### src/rtl/udp_gmii_rx.sv
// GMII receive parser: preamble, Ethernet II / IPv4 / UDP header filtering, payload streaming,
// and CRC-32 frame check. Everything runs in the PHY receive clock domain.
module udp_gmii_rx #(
    parameter logic [47:0] LOCAL_MAC  = 48'h00_0a_35_01_fe_c0,
    parameter logic [31:0] LOCAL_IP   = 32'hc0_a8_00_02,
    parameter logic [15:0] LOCAL_PORT = 16'd8080
) (
    input  logic        Clk,
    input  logic        Rst_n,
    input  logic [7:0]  GMII_RXD,
    input  logic        GMII_RXDV,
    output logic [7:0]  rx_data,
    output logic        rx_data_valid,
    output logic        rx_sop,
    output logic        rx_eop,
    output logic [15:0] rx_data_length,
    output logic [47:0] src_mac,
    output logic [31:0] src_ip,
    output logic [15:0] src_port,
    output logic        one_pkt_done,
    output logic        pkt_ok
);

    typedef enum logic [2:0] {
        IDLE, PREAMBLE, ETH_HDR, IP_HDR, UDP_HDR, PAYLOAD, TRAILER, DROP
    } state_t;

    localparam logic [31:0] CRC_RESIDUE = 32'hC704DD7B;

    // MSB-first register fed with each byte LSB-first; its residue is the bit-reversed 0xDEBB20E3.
    function automatic logic [31:0] crc_step(input logic [31:0] crc, input logic [7:0] d);
        logic [31:0] c;
        c = crc;
        for (int i = 0; i < 8; i++) begin
            if (c[31] ^ d[i]) c = {c[30:0], 1'b0} ^ 32'h04C11DB7;
            else              c = {c[30:0], 1'b0};
        end
        return c;
    endfunction

    state_t      state_q, state_d;
    logic [7:0]  rxd_q;
    logic        rxdv_q;
    logic        in_valid_q, armed_q, armed_d;
    logic [15:0] cnt_q, cnt_d;
    logic [31:0] crc_q, crc_d;
    logic        mac_local_q, mac_local_d, mac_bcast_q, mac_bcast_d;
    logic [7:0]  len_hi_q, len_hi_d;
    logic [7:0]  rx_data_q, rx_data_d;
    logic        rx_data_valid_q, rx_data_valid_d;
    logic        rx_sop_q, rx_sop_d, rx_eop_q, rx_eop_d;
    logic [15:0] rx_data_length_q, rx_data_length_d;
    logic [47:0] src_mac_q, src_mac_d;
    logic [31:0] src_ip_q, src_ip_d;
    logic [15:0] src_port_q, src_port_d;
    logic        done_q, done_d, ok_q, ok_d;

    logic [47:0] mac_shift;
    logic [31:0] ip_shift;
    logic [7:0]  mac_exp, ip_exp, port_exp;
    logic [15:0] udp_len;
    logic        mac_local_hit, mac_bcast_hit;

    assign mac_shift     = LOCAL_MAC << {cnt_q[2:0], 3'b000};
    assign ip_shift      = LOCAL_IP << {cnt_q[1:0], 3'b000};
    assign mac_exp       = mac_shift[47:40];
    assign ip_exp        = ip_shift[31:24];
    assign port_exp      = cnt_q[0] ? LOCAL_PORT[7:0] : LOCAL_PORT[15:8];
    assign udp_len       = {len_hi_q, rxd_q};
    assign mac_local_hit = ((cnt_q == 16'd0) || mac_local_q) && (rxd_q == mac_exp);
    assign mac_bcast_hit = ((cnt_q == 16'd0) || mac_bcast_q) && (rxd_q == 8'hFF);

    always_comb begin
        // NOTE: every signal gets a default first so no path through the case can infer a latch.
        state_d          = state_q;
        cnt_d            = cnt_q;
        crc_d            = crc_q;
        mac_local_d      = mac_local_q;
        mac_bcast_d      = mac_bcast_q;
        len_hi_d         = len_hi_q;
        rx_data_d        = 8'h00;
        rx_data_valid_d  = 1'b0;
        rx_sop_d         = 1'b0;
        rx_eop_d         = 1'b0;
        rx_data_length_d = rx_data_length_q;
        src_mac_d        = src_mac_q;
        src_ip_d         = src_ip_q;
        src_port_d       = src_port_q;
        done_d           = 1'b0;
        ok_d             = 1'b0;
        // A frame already in flight when reset was released is ignored until the line goes idle.
        armed_d          = armed_q | (in_valid_q & ~rxdv_q);

        if (rxdv_q && state_q inside {ETH_HDR, IP_HDR, UDP_HDR, PAYLOAD, TRAILER})
            crc_d = crc_step(crc_q, rxd_q);
        if (rxdv_q && state_q inside {ETH_HDR, IP_HDR, UDP_HDR, PAYLOAD})
            cnt_d = cnt_q + 16'd1;

        case (state_q)
            IDLE: begin
                if (rxdv_q && armed_q)
                    state_d = (rxd_q == 8'h55) ? PREAMBLE : DROP;
            end
            PREAMBLE: begin
                if (!rxdv_q) begin
                    state_d = IDLE;
                end else if (rxd_q == 8'hD5) begin
                    state_d = ETH_HDR;
                    cnt_d   = 16'd0;
                    crc_d   = 32'hFFFFFFFF;
                end else if (rxd_q != 8'h55) begin
                    state_d = DROP;
                end
            end
            ETH_HDR: begin
                if (!rxdv_q) begin
                    state_d = IDLE;
                end else if (cnt_q < 16'd6) begin
                    mac_local_d = mac_local_hit;
                    mac_bcast_d = mac_bcast_hit;
                    if (!mac_local_hit && !mac_bcast_hit) state_d = DROP;
                end else if (cnt_q < 16'd12) begin
                    src_mac_d = {src_mac_q[39:0], rxd_q};
                end else if (cnt_q == 16'd12) begin
                    if (rxd_q != 8'h08) state_d = DROP;
                end else if (rxd_q != 8'h00) begin
                    state_d = DROP;
                end else begin
                    state_d = IP_HDR;
                    cnt_d   = 16'd0;
                end
            end
            IP_HDR: begin
                if (!rxdv_q) begin
                    state_d = IDLE;
                end else if (cnt_q == 16'd0) begin
                    if (rxd_q != 8'h45) state_d = DROP;
                end else if (cnt_q == 16'd9) begin
                    if (rxd_q != 8'h11) state_d = DROP;
                end else if (cnt_q >= 16'd12 && cnt_q < 16'd16) begin
                    src_ip_d = {src_ip_q[23:0], rxd_q};
                end else if (cnt_q >= 16'd16) begin
                    if (rxd_q != ip_exp) begin
                        state_d = DROP;
                    end else if (cnt_q == 16'd19) begin
                        state_d = UDP_HDR;
                        cnt_d   = 16'd0;
                    end
                end
            end
            UDP_HDR: begin
                if (!rxdv_q) begin
                    state_d = IDLE;
                end else if (cnt_q < 16'd2) begin
                    src_port_d = {src_port_q[7:0], rxd_q};
                end else if (cnt_q < 16'd4) begin
                    if (rxd_q != port_exp) state_d = DROP;
                end else if (cnt_q == 16'd4) begin
                    len_hi_d = rxd_q;
                end else if (cnt_q == 16'd5) begin
                    if (udp_len < 16'd8) state_d = DROP;
                    else                 rx_data_length_d = udp_len - 16'd8;
                end else if (cnt_q == 16'd7) begin
                    state_d = (rx_data_length_q == 16'd0) ? TRAILER : PAYLOAD;
                    cnt_d   = 16'd0;
                end
            end
            PAYLOAD: begin
                if (!rxdv_q) begin
                    // Truncated payload: frame is reported, never as good.
                    state_d = IDLE;
                    done_d  = 1'b1;
                end else begin
                    rx_data_d       = rxd_q;
                    rx_data_valid_d = 1'b1;
                    rx_sop_d        = (cnt_q == 16'd0);
                    rx_eop_d        = (cnt_q == rx_data_length_q - 16'd1);
                    if (rx_eop_d) state_d = TRAILER;
                end
            end
            TRAILER: begin
                if (!rxdv_q) begin
                    state_d = IDLE;
                    done_d  = 1'b1;
                    ok_d    = (crc_q == CRC_RESIDUE);
                end
            end
            DROP: begin
                if (!rxdv_q) state_d = IDLE;
            end
            default: state_d = IDLE;
        endcase
    end

    always_ff @(posedge Clk or negedge Rst_n) begin
        if (!Rst_n) begin
            state_q          <= IDLE;
            rxd_q            <= 8'h00;
            rxdv_q           <= 1'b0;
            in_valid_q       <= 1'b0;
            armed_q          <= 1'b0;
            cnt_q            <= 16'd0;
            crc_q            <= 32'hFFFFFFFF;
            mac_local_q      <= 1'b0;
            mac_bcast_q      <= 1'b0;
            len_hi_q         <= 8'h00;
            rx_data_q        <= 8'h00;
            rx_data_valid_q  <= 1'b0;
            rx_sop_q         <= 1'b0;
            rx_eop_q         <= 1'b0;
            rx_data_length_q <= 16'd0;
            src_mac_q        <= 48'd0;
            src_ip_q         <= 32'd0;
            src_port_q       <= 16'd0;
            done_q           <= 1'b0;
            ok_q             <= 1'b0;
        end else begin
            // NOTE: non-blocking assignments keep every flop sampling pre-edge values.
            state_q          <= state_d;
            rxd_q            <= GMII_RXD;
            rxdv_q           <= GMII_RXDV;
            in_valid_q       <= 1'b1;
            armed_q          <= armed_d;
            cnt_q            <= cnt_d;
            crc_q            <= crc_d;
            mac_local_q      <= mac_local_d;
            mac_bcast_q      <= mac_bcast_d;
            len_hi_q         <= len_hi_d;
            rx_data_q        <= rx_data_d;
            rx_data_valid_q  <= rx_data_valid_d;
            rx_sop_q         <= rx_sop_d;
            rx_eop_q         <= rx_eop_d;
            rx_data_length_q <= rx_data_length_d;
            src_mac_q        <= src_mac_d;
            src_ip_q         <= src_ip_d;
            src_port_q       <= src_port_d;
            done_q           <= done_d;
            ok_q             <= ok_d;
        end
    end

    assign rx_data        = rx_data_q;
    assign rx_data_valid  = rx_data_valid_q;
    assign rx_sop         = rx_sop_q;
    assign rx_eop         = rx_eop_q;
    assign rx_data_length = rx_data_length_q;
    assign src_mac        = src_mac_q;
    assign src_ip         = src_ip_q;
    assign src_port       = src_port_q;
    assign one_pkt_done   = done_q;
    assign pkt_ok         = ok_q;

endmodule

### config.mk
export PLATFORM = sky130hd
export DESIGN_NAME = udp_gmii_rx
export DESIGN_NICKNAME = d
export VERILOG_FILES = /design/src/rtl/udp_gmii_rx.sv
export SDC_FILE = /design/constraint.sdc
export NUM_CORES = 1
export LEC_CHECK = 0
export BUFFER_PORTS_ARGS = -buffer_cell sky130_fd_sc_hd__buf_2
export CORE_UTILIZATION = 56
export CTS_BUF_LIST = sky130_fd_sc_hd__clkbuf_4 sky130_fd_sc_hd__clkbuf_8
export DETAILED_ROUTE_END_ITERATION = 8
export HOLD_SLACK_MARGIN = 0.1
export MAX_ROUTING_LAYER = met4
export PLACE_DENSITY = 0.76
export SLEW_MARGIN = 20
export SYNTH_ARGS = -nofsm -noshare
export SYNTH_HDL_FRONTEND = slang
export SYNTH_SLANG_ARGS = --single-unit
### constraint.sdc
create_clock -name Clk -period 3.31 [get_ports Clk]
set_input_delay 0.1655 -clock Clk [delete_from_list [all_inputs] [get_ports Clk]]
set_output_delay 0.1655 -clock Clk [all_outputs]
set_load 0.02 [all_outputs]
==> summary.md, run 1 <==
| Metric | Value |
|---|---|
| Slew Viols, Final | `0` |
| Die span in x | `between 100 and 150 um` |
| Sequential-to-total area share from yosys stat | `49.25%` |
| Fmax | `roughly 360 MHz` |
| RSZ-0062 raised after global routing | `false` |
| Final Hold Fails | `0` |
| Status | `complete, no violations` |
| Layout fillers | `1,411` |
| Crit path DAT | `3.14 ns` |
| Leakage | `5.693 nW` |
| Std-Cell Rows | `48` |
| Core Area | `17,420 um^2` |
| Detailed Routing Iterations Pass 1 | `4` |
| Max Fanout on Critical Path | `9` |
| Switching power | `between 3 and 4 mW` |
| Netlist cell types | `77` |
| Initial antenna violation count | `0` |
| Drt via density | `5.671` |
| Placer congestion estimate | `0.9493` |
| Top-level port count | `136` |
| Initial Util | `between 50% and 60%` |
| Area growth syn-to-layout | `14.69%` |
| Clock-pin slew on the worst setup and hold paths | `0.11 ns` |
| Global Route Usage Sum | `27.58%` |
| CP bufs+invs | `1` |
| Wire per inst | `between 15 and 20 um` |
| Fin crit share | `83.57%` |
| Critical Path Max Stage Delay | `0.46 ns` |
| Placed wire-length estimate | `between 15 and 20 mm` |
| Synth Warn # | `0` |
| H-Tree Depth | `4` |
| Asr flop ratio synth | `100.0%` |
| Post-Syn Instances | `approximately 920` |
| Max cap viols | `0` |
| CP Capture Type | `register` |
| Power Total | `9.618 mW` |
| Worst Skew | `0.02227 ns` |
| ANT nets after route | `0` |
| Total gr overflow | `0` |
| Share of cells above drive strength 1 | `33.71%` |
| Slowest stage cell, crit path | `or4_1` |
| Placed cell count | `1,251` |
| Period minus WS final | `between 2 and 3 ns` |
| Tightest Pin Transition | `0.6868 ns` |
| Multi-input gate area | `4831 um^2` |
| Sw frac | `41.31%` |
| CP Launch Type | `register` |
| Hold_ws | `0.2071 ns` |
| CP cell instances | `inv_1, ha_1, xor2_1, or4_1, a2111oi_0, a211oi_1, o211a_1, o21ai_2, mux2_4` |
| Required time worst endpoint | `around 3.7 ns` |
| Post-route DRC | `0` |
| Vias in the first global route | `~7.0k` |
| Pwr per Cell Area | `between 800 and 900 nW/um^2` |
| PortBufs | `135` |
| Setup-failing EPs final | `0` |
| Root buffer cell | `clkbuf_8` |
| Final core occ | `66.45%` |
| CTS tree | `yes` |
| Post-Route WL | `around 24 mm` |
| R2R setup slack | `0.54 ns` |
| Worst skew pair latency | `0.48 ns` |
| Number of synthesized flops with an enable pin | `0` |
| Reg2Reg Capture Point | `state_q[2]` |
| Syn avg cell area | `~11 um^2` |
| Syn nets | `936` |
| DIE AREA | `18,560 um^2` |
| Die height | `136.2 um` |
| Top delay family on crit path | `compound AO/OA/AOI/OAI gates` |
| Part of the power in registers | `36.2%` |
| FF-to-FF Start | `cnt_q[0]` |
| Kind of critical path | `reg -> reg` |
| Finished Layout Cells | `1,293` |
| Reg area | `~5000 um^2` |
| Most common flop cell mapped by yosys | `dfrtp_1` |
| Clock network fraction of total power | `16.6%` |
| Commonest non-fill, non-tap cell in the layout | `dfrtp_1` |
| Worst IR drop on VDD | `1.048 mV` |
| Layout net count | `1,074` |
| Global-route wire length before repair | `around 38 mm` |
| Pin count of the biggest net entering global routing | `79` |
| Ant diodes | `0` |
| R2r worst-path depth | `9` |
| # clock sinks | `~200` |
| Routed vias | `7,332` |
| Register bit count reported by yosys | `197` |
| Setup TNS Final | `0 ns` |
| Hold WC Path Type | `in -> async` |
| Slew HR | `53.88%` |
| Cell Int Power | `5.645 mW` |
| Logic pwr share | `47.2%` |
| Post-CTS setup buffer count | `0` |
| Post-synthesis cell area | `10,090 um^2` |
| Most frequent cells in the layout | `dfrtp_1, buf_2, mux2_2` |
| TritonCTS Buffers | `17` |
| DRT iter0 DRCs | `441` |
| Longest Clk Path Bufs | `2` |
-- per-stage QoR --
stage / worst slack (ns) / area [um^2]
3_5_place_dp: 0.5996 / 11050
4_1_cts: 0.5892 / 11570
2_1_floorplan: 0.4708 / 10090
3_3_place_gp: 0.6596 / 11050
5_1_grt: 0.4029 / 11570
6_report: 0.5439 / 11570
-- per-layer routing --
metal | track usage (%) | vias up | part of all wire (%)
li1 | - | 3471 | -
met1 | 37.41 | 3594 | 45
met5 | - | - | 0
met3 | 4.810 | 32 | 5.1
met2 | 42.27 | 235 | 47
met4 | 8.395 | 0 | 2.1
-- Yosys cell counts, drive strengths merged, types with 5 or more instances --
library cell | number | area share, %
dfstp | 32 | 8.3
dfrtp | 165 | 41
or4 | 6 | 0.52
mux2i | 8 | 0.79
nor4 | 19 | 1.9
ha | 8 | 0.99
o211ai | 6 | 0.45
nand2 | 78 | 2.9
and3 | 9 | 0.56
a211oi | 5 | 0.42
clkbuf | 26 | 0.97
a21oi | 43 | 2.1
nand3 | 21 | 1.0
nand4 | 9 | 0.56
o21ai | 30 | 1.5
buf | 27 | 1.4
xnor2 | 81 | 8.0
nor3 | 19 | 1.1
xor2 | 39 | 3.4
or3 | 11 | 0.68
mux2 | 103 | 12
and2 | 8 | 0.50
nor2 | 81 | 3.0
inv | 17 | 0.63
-- worst reg2reg max path: cells and delay by family (launching register included) --
| kind | cells | cell delay (ns) |
|---|---|---|
| AO/OA/AOI/OAI | 4 | 0.85 |
| multiplexers | 1 | 0.32 |
| flip-flops | 1 | 0.39 |
| buffers and inverters | 1 | 0.13 |
| AND/OR/NAND/NOR | 1 | 0.46 |
| XOR/XNOR | 1 | 0.11 |
| adder cells (fa/ha/maj) | 1 | 0.40 |
-- kinds of logic after synthesis --
group,after synthesis,synth area share (%)
buffers and inverters,70,3.001
other,1,0.03716
AOI/OAI and AO/OA,116,7.526
DFF,197,49.25
muxes,111,12.32
xor gates and xnor gates,120,11.35
and+or+nand+nor,294,15.52
adders and majority gates,8,0.9920
-- how the worst max path moves through the flow --
stage          startpoint         end  slack [ns]  cells past startpoint
4_1_cts          cnt_q[0]   cnt_q[10]        0.59                     10
3_3_place_gp     cnt_q[0]   cnt_q[10]        0.66                     10
5_1_grt          cnt_q[0]  state_q[2]        0.40                      9
2_1_floorplan    cnt_q[0]   cnt_q[13]        0.47                     12
6_report         cnt_q[0]  state_q[2]        0.54                      9
3_5_place_dp     cnt_q[0]   cnt_q[10]        0.60                     10
-- registers in the layout, indices dropped and copies added, names as in the netlist --
name,count
len_hi_q,8
one_pkt_done,1
rx_eop,1
rx_data_valid,1
in_valid_q,1
src_ip,32
mac_bcast_q,1
rxd_q,8
rx_sop,1
rx_data_length,16
pkt_ok,1
mac_local_q,1
armed_q,1
state_q,3
src_port,16
crc_q,32
src_mac,48
rx_data,8
cnt_q,16
rxdv_q,1
-- cell type report --
class	count	share of cell area, %
Clock buffer	17	2.022
Multi-Input combinational cell	650	41.74
Sequential cell	197	42.94
Tap cell	225	2.432
Timing Repair Buffer	172	8.638
Clock inverter	15	1.676
Inverter	17	0.5514
-- power by group through the flow --
stage               logic (mW)  registers [mW]  clock network [mW]
global route              4.95            3.54                1.72
detailed placement        4.49            3.52                   0
CTS                       4.53            3.48                1.63
finish                    4.54            3.48                1.59
floorplan                 3.48            3.52                   0
global placement          4.43            3.50                   0
-- repair_timing --
item | CTS | global route
gates resized for setup | 0 | 0
hold endpoints to repair | 64 | 0
hold buffers | 10 | 0
Note: power is estimated with default switching activity, not from simulation.
==> run 2, diff against run 1 <==
ABC_AREA = 1   (was not set)
CORE_UTILIZATION = 55   (was 56)
PLACE_DENSITY = 0.77   (was 0.76)
clock period = 2.47 ns   (was 3.31 ns; I/O delays follow)
==> run 2 against run 1 <==
Against the previous run: utilization down 1.3 points; global-route usage increased by 2.1 points; register-to-register slack worse by 0.38 ns; worst hold slack worse by 0.047 ns; flip-flop and latch count is the same; non-clock buffer count up 5; sequential share of layout area fell by 2.3 points; power increased by 31%; setup slack got worse by 0.38 ns; final area is 5.6% higher; critical path type unchanged; critical endpoint is now cnt_q[15]; largest power group unchanged.
==> summary.md, run 2 <==
| Metric | Value |
|---|---|
| Period minus WS final | `2.303 ns (-0.4633 ns)` |
| Critical Path Max Stage Delay | `0.48 ns (+0.02 ns)` |
| CP bufs+invs | `0 (-1)` |
| Vias in the first global route | `8,591 (+23%)` |
| TritonCTS Buffers | `17 (unchanged)` |
| FF-to-FF Start | `state_q[1]` |
| Setup-failing EPs final | `0 (unchanged)` |
| Initial Util | `56.37% (-1.6 points)` |
| Placer congestion estimate | `1.015 (+7.0%)` |
| Pin count of the biggest net entering global routing | `89 (+13%)` |
| Hold_ws | `0.1598 ns (-0.04730 ns)` |
| Share of cells above drive strength 1 | `23.88% (-9.8 points)` |
| Routed vias | `9,053 (+23%)` |
| Hold WC Path Type | `in -> async` |
| Top-level port count | `136 (unchanged)` |
| Total gr overflow | `0 (unchanged)` |
| Die height | `140.7 um (+3.3%)` |
| Reg area | `4971 um^2 (about the same)` |
| Crit path DAT | `2.67 ns (-0.47 ns)` |
| DIE AREA | `19,790 um^2 (+6.6%)` |
| Die span in x | `140.7 um (+3.3%)` |
| R2R setup slack | `0.17 ns (-0.38 ns)` |
| Detailed Routing Iterations Pass 1 | `5 (+1)` |
| Worst skew pair latency | `0.49 ns (about the same)` |
| Post-route DRC | `0 (unchanged)` |
| Netlist cell types | `51 (-34%)` |
| Layout fillers | `1,562 (+11%)` |
| CP Launch Type | `register` |
| Placed wire-length estimate | `19.97 mm (+16%)` |
| Syn nets | `1,278 (+37%)` |
| Synth area leader | `dfrtp_1` |
| Drt via density | `5.444 (-4.0%)` |
| Status | `complete, no violations` |
| Global-route wire length before repair | `44.35 mm (+18%)` |
| Leakage | `6.357 nW (+12%)` |
| Core Area | `18,770 um^2 (+7.8%)` |
| Top delay family on crit path | `simple AND/OR/NAND/NOR gates` |
| Slowest stage cell, crit path | `dfrtp_1` |
| CP cell instances | `ha_2, nand2_2, nor2_4, nand3_2, nor2_2, nand3_2, nor2_1, nand2_1, nor2_2, nand2_1, xor2_1, a21oi_2` |
| Max reg flops | `48 (unchanged)` |
| PnR worst setup slack | `0.1672 ns (-0.3767 ns)` |
| Slew HR | `55.31% (+1.4 points)` |
| Post-Route WL | `27.06 mm (+13%)` |
| Commonest non-fill, non-tap cell in the layout | `nand2_1` |
| Top post-synthesis cells by area | `dfrtp_1, nand2_1, dfstp_2` |
| Syn avg cell area | `8.403 um^2 (-24%)` |
| Most common flop cell mapped by yosys | `dfrtp_1` |
| R2r worst-path depth | `12 (+3)` |
| Initial antenna violation count | `0 (unchanged)` |
| Most frequent cells in the layout | `nand2_1, dfrtp_1, nor2_1` |
| Number of synthesized flops with an enable pin | `0 (unchanged)` |
| Worst IR drop on VDD | `0.8207 mV (-22%)` |
| Clock-pin slew on the worst setup and hold paths | `0.11 ns (about the same)` |
| Final core occ | `65.11% (-1.3 points)` |
| Fmax | `434.3 MHz (+20%)` |
| Sequential-to-total area share from yosys stat | `46.98% (-2.3 points)` |
| DRT iter0 DRCs | `597 (+35%)` |
| CP startpoint | `state_q[1]` |
| Asr flop ratio synth | `100.0% (unchanged)` |
| Std-Cell Rows | `50 (+4.2%)` |
| ANT nets after route | `0 (unchanged)` |
| Required time worst endpoint | `2.83 ns (-0.85 ns)` |
| Count leader, synth | `nand2_1` |
| CTS tree | `yes` |
| H-Tree Depth | `4 (unchanged)` |
| Max cap viols | `0 (unchanged)` |
| Pre-CTS setup slack | `0.1658 ns (-0.4338 ns)` |
| Global Route Usage Sum | `29.64% (+2.1 points)` |
| PortBufs | `135 (unchanged)` |
| Root buffer cell | `clkbuf_8` |
| Area growth syn-to-layout | `15.51%` |
| Layout net count | `1,434 (+34%)` |
| Synth Warn # | `0 (unchanged)` |
| Pwr per Cell Area | `1031 nW/um^2 (+24%)` |
| CP Capture Type | `register` |
| # clock sinks | `197 (unchanged)` |
| Final Hold Fails | `0 (unchanged)` |
| Reg2Reg Capture Point | `cnt_q[15]` |
| Tightest Pin Transition | `0.6687 ns (-0.01809 ns)` |
| Longest Clk Path Bufs | `2 (unchanged)` |
| Fin crit share | `93.23% (+9.7 points)` |
| Post-synthesis cell area | `10,580 um^2 (+4.8%)` |
| Wire per inst | `16.27 um (-12%)` |
| Kind of critical path | `reg -> reg` |
| Synth top area share | `39.03% (-1.9 points)` |
| Worst Skew | `0.01842 ns (-0.003853 ns)` |
| Slew Viols, Final | `0 (unchanged)` |
| Synth top cells by count | `nand2_1, dfrtp_1, nor2_1` |
| Register bit count reported by yosys | `197 (unchanged)` |
| Max Fanout on Critical Path | `7 (-2)` |
| Multi-input gate area | `4946 um^2 (+2.4%)` |
| Post-Syn Instances | `1,259 (+37%)` |
==> run 2: final cells by class <==
cell class                 count  area share (%)
antenna                        1         0.02048
clock buffer                  17           1.915
tap                          234           2.396
multi-input combinational    893           40.48
sequential                   197           40.68
clock inverter                15           1.751
inverter                     129           3.963
timing repair buffer         177           8.796
==> run 2: worst max path at each step <==
| stage | depth (start not counted) | slack, ns | end |
|---|---|---|---|
| after floorplan | 12 | 0.48 | rx_data_length[6] |
| after global placement | 9 | 0.21 | cnt_q[14] |
| after global routing | 12 | -0.02 | cnt_q[15] |
| after CTS | 9 | 0.12 | cnt_q[14] |
| final | 12 | 0.17 | cnt_q[15] |
| after detailed placement | 9 | 0.17 | cnt_q[14] |
==> run 2: report_power, final <==
| group | total, mW | switching [mW] | internal (mW) |
|---|---|---|---|
| combinational | 5.62 | 3.61 | 2.02 |
| sequential | 4.70 | 0.592 | 4.11 |
| clock | 2.27 | 1.36 | 0.907 |
| total | 12.6 | 5.56 | 7.03 |
==> run 2: kinds of logic (layout without fill, tap and decap cells) <==
group,Yosys count,after routing,synth area share [%]
buffers and inverters,169,338,6.623
other,1,2,0.03545
and+or+nand+nor,582,582,23.96
adders and majority gates,8,8,0.9462
muxes,40,40,4.258
xor gates and xnor gates,86,86,7.830
DFF,197,197,46.98
AOI/OAI and AO/OA,176,176,9.367
==> run 2: repair_timing <==
item | CTS | global route
endpoints found under the hold margin | 138 | 0
buffers inserted | 0 | 0
endpoints found under the setup margin | 0 | 4
gates resized for setup | 0 | 8
hold buffers | 10 | 0
==> run 2: layer usage <==
metal  vias to the layer above  share of wire, %  track usage, %
li1                       4373                 -               -
met1                      4312                43           38.14
met2                       320                50           48.02
met3                        48               5.4           4.178
met4                         0               2.0           10.70
met5                         -                 0               -
==> run 2: metrics by stage <==
step | instance area [um^2] | instances | setup TNS, ns | power (mW)
finish | 12220 | 1663 | 0 | 12.59
global route | 12220 | 1662 | -0.01863 | 13.49
CTS | 12190 | 1662 | 0 | 12.57
detailed placement | 11640 | 1620 | 0 | 10.27
global placement | 11640 | 1620 | 0 | 10.13
floorplan | 10580 | 1259 | 0 | 8.750
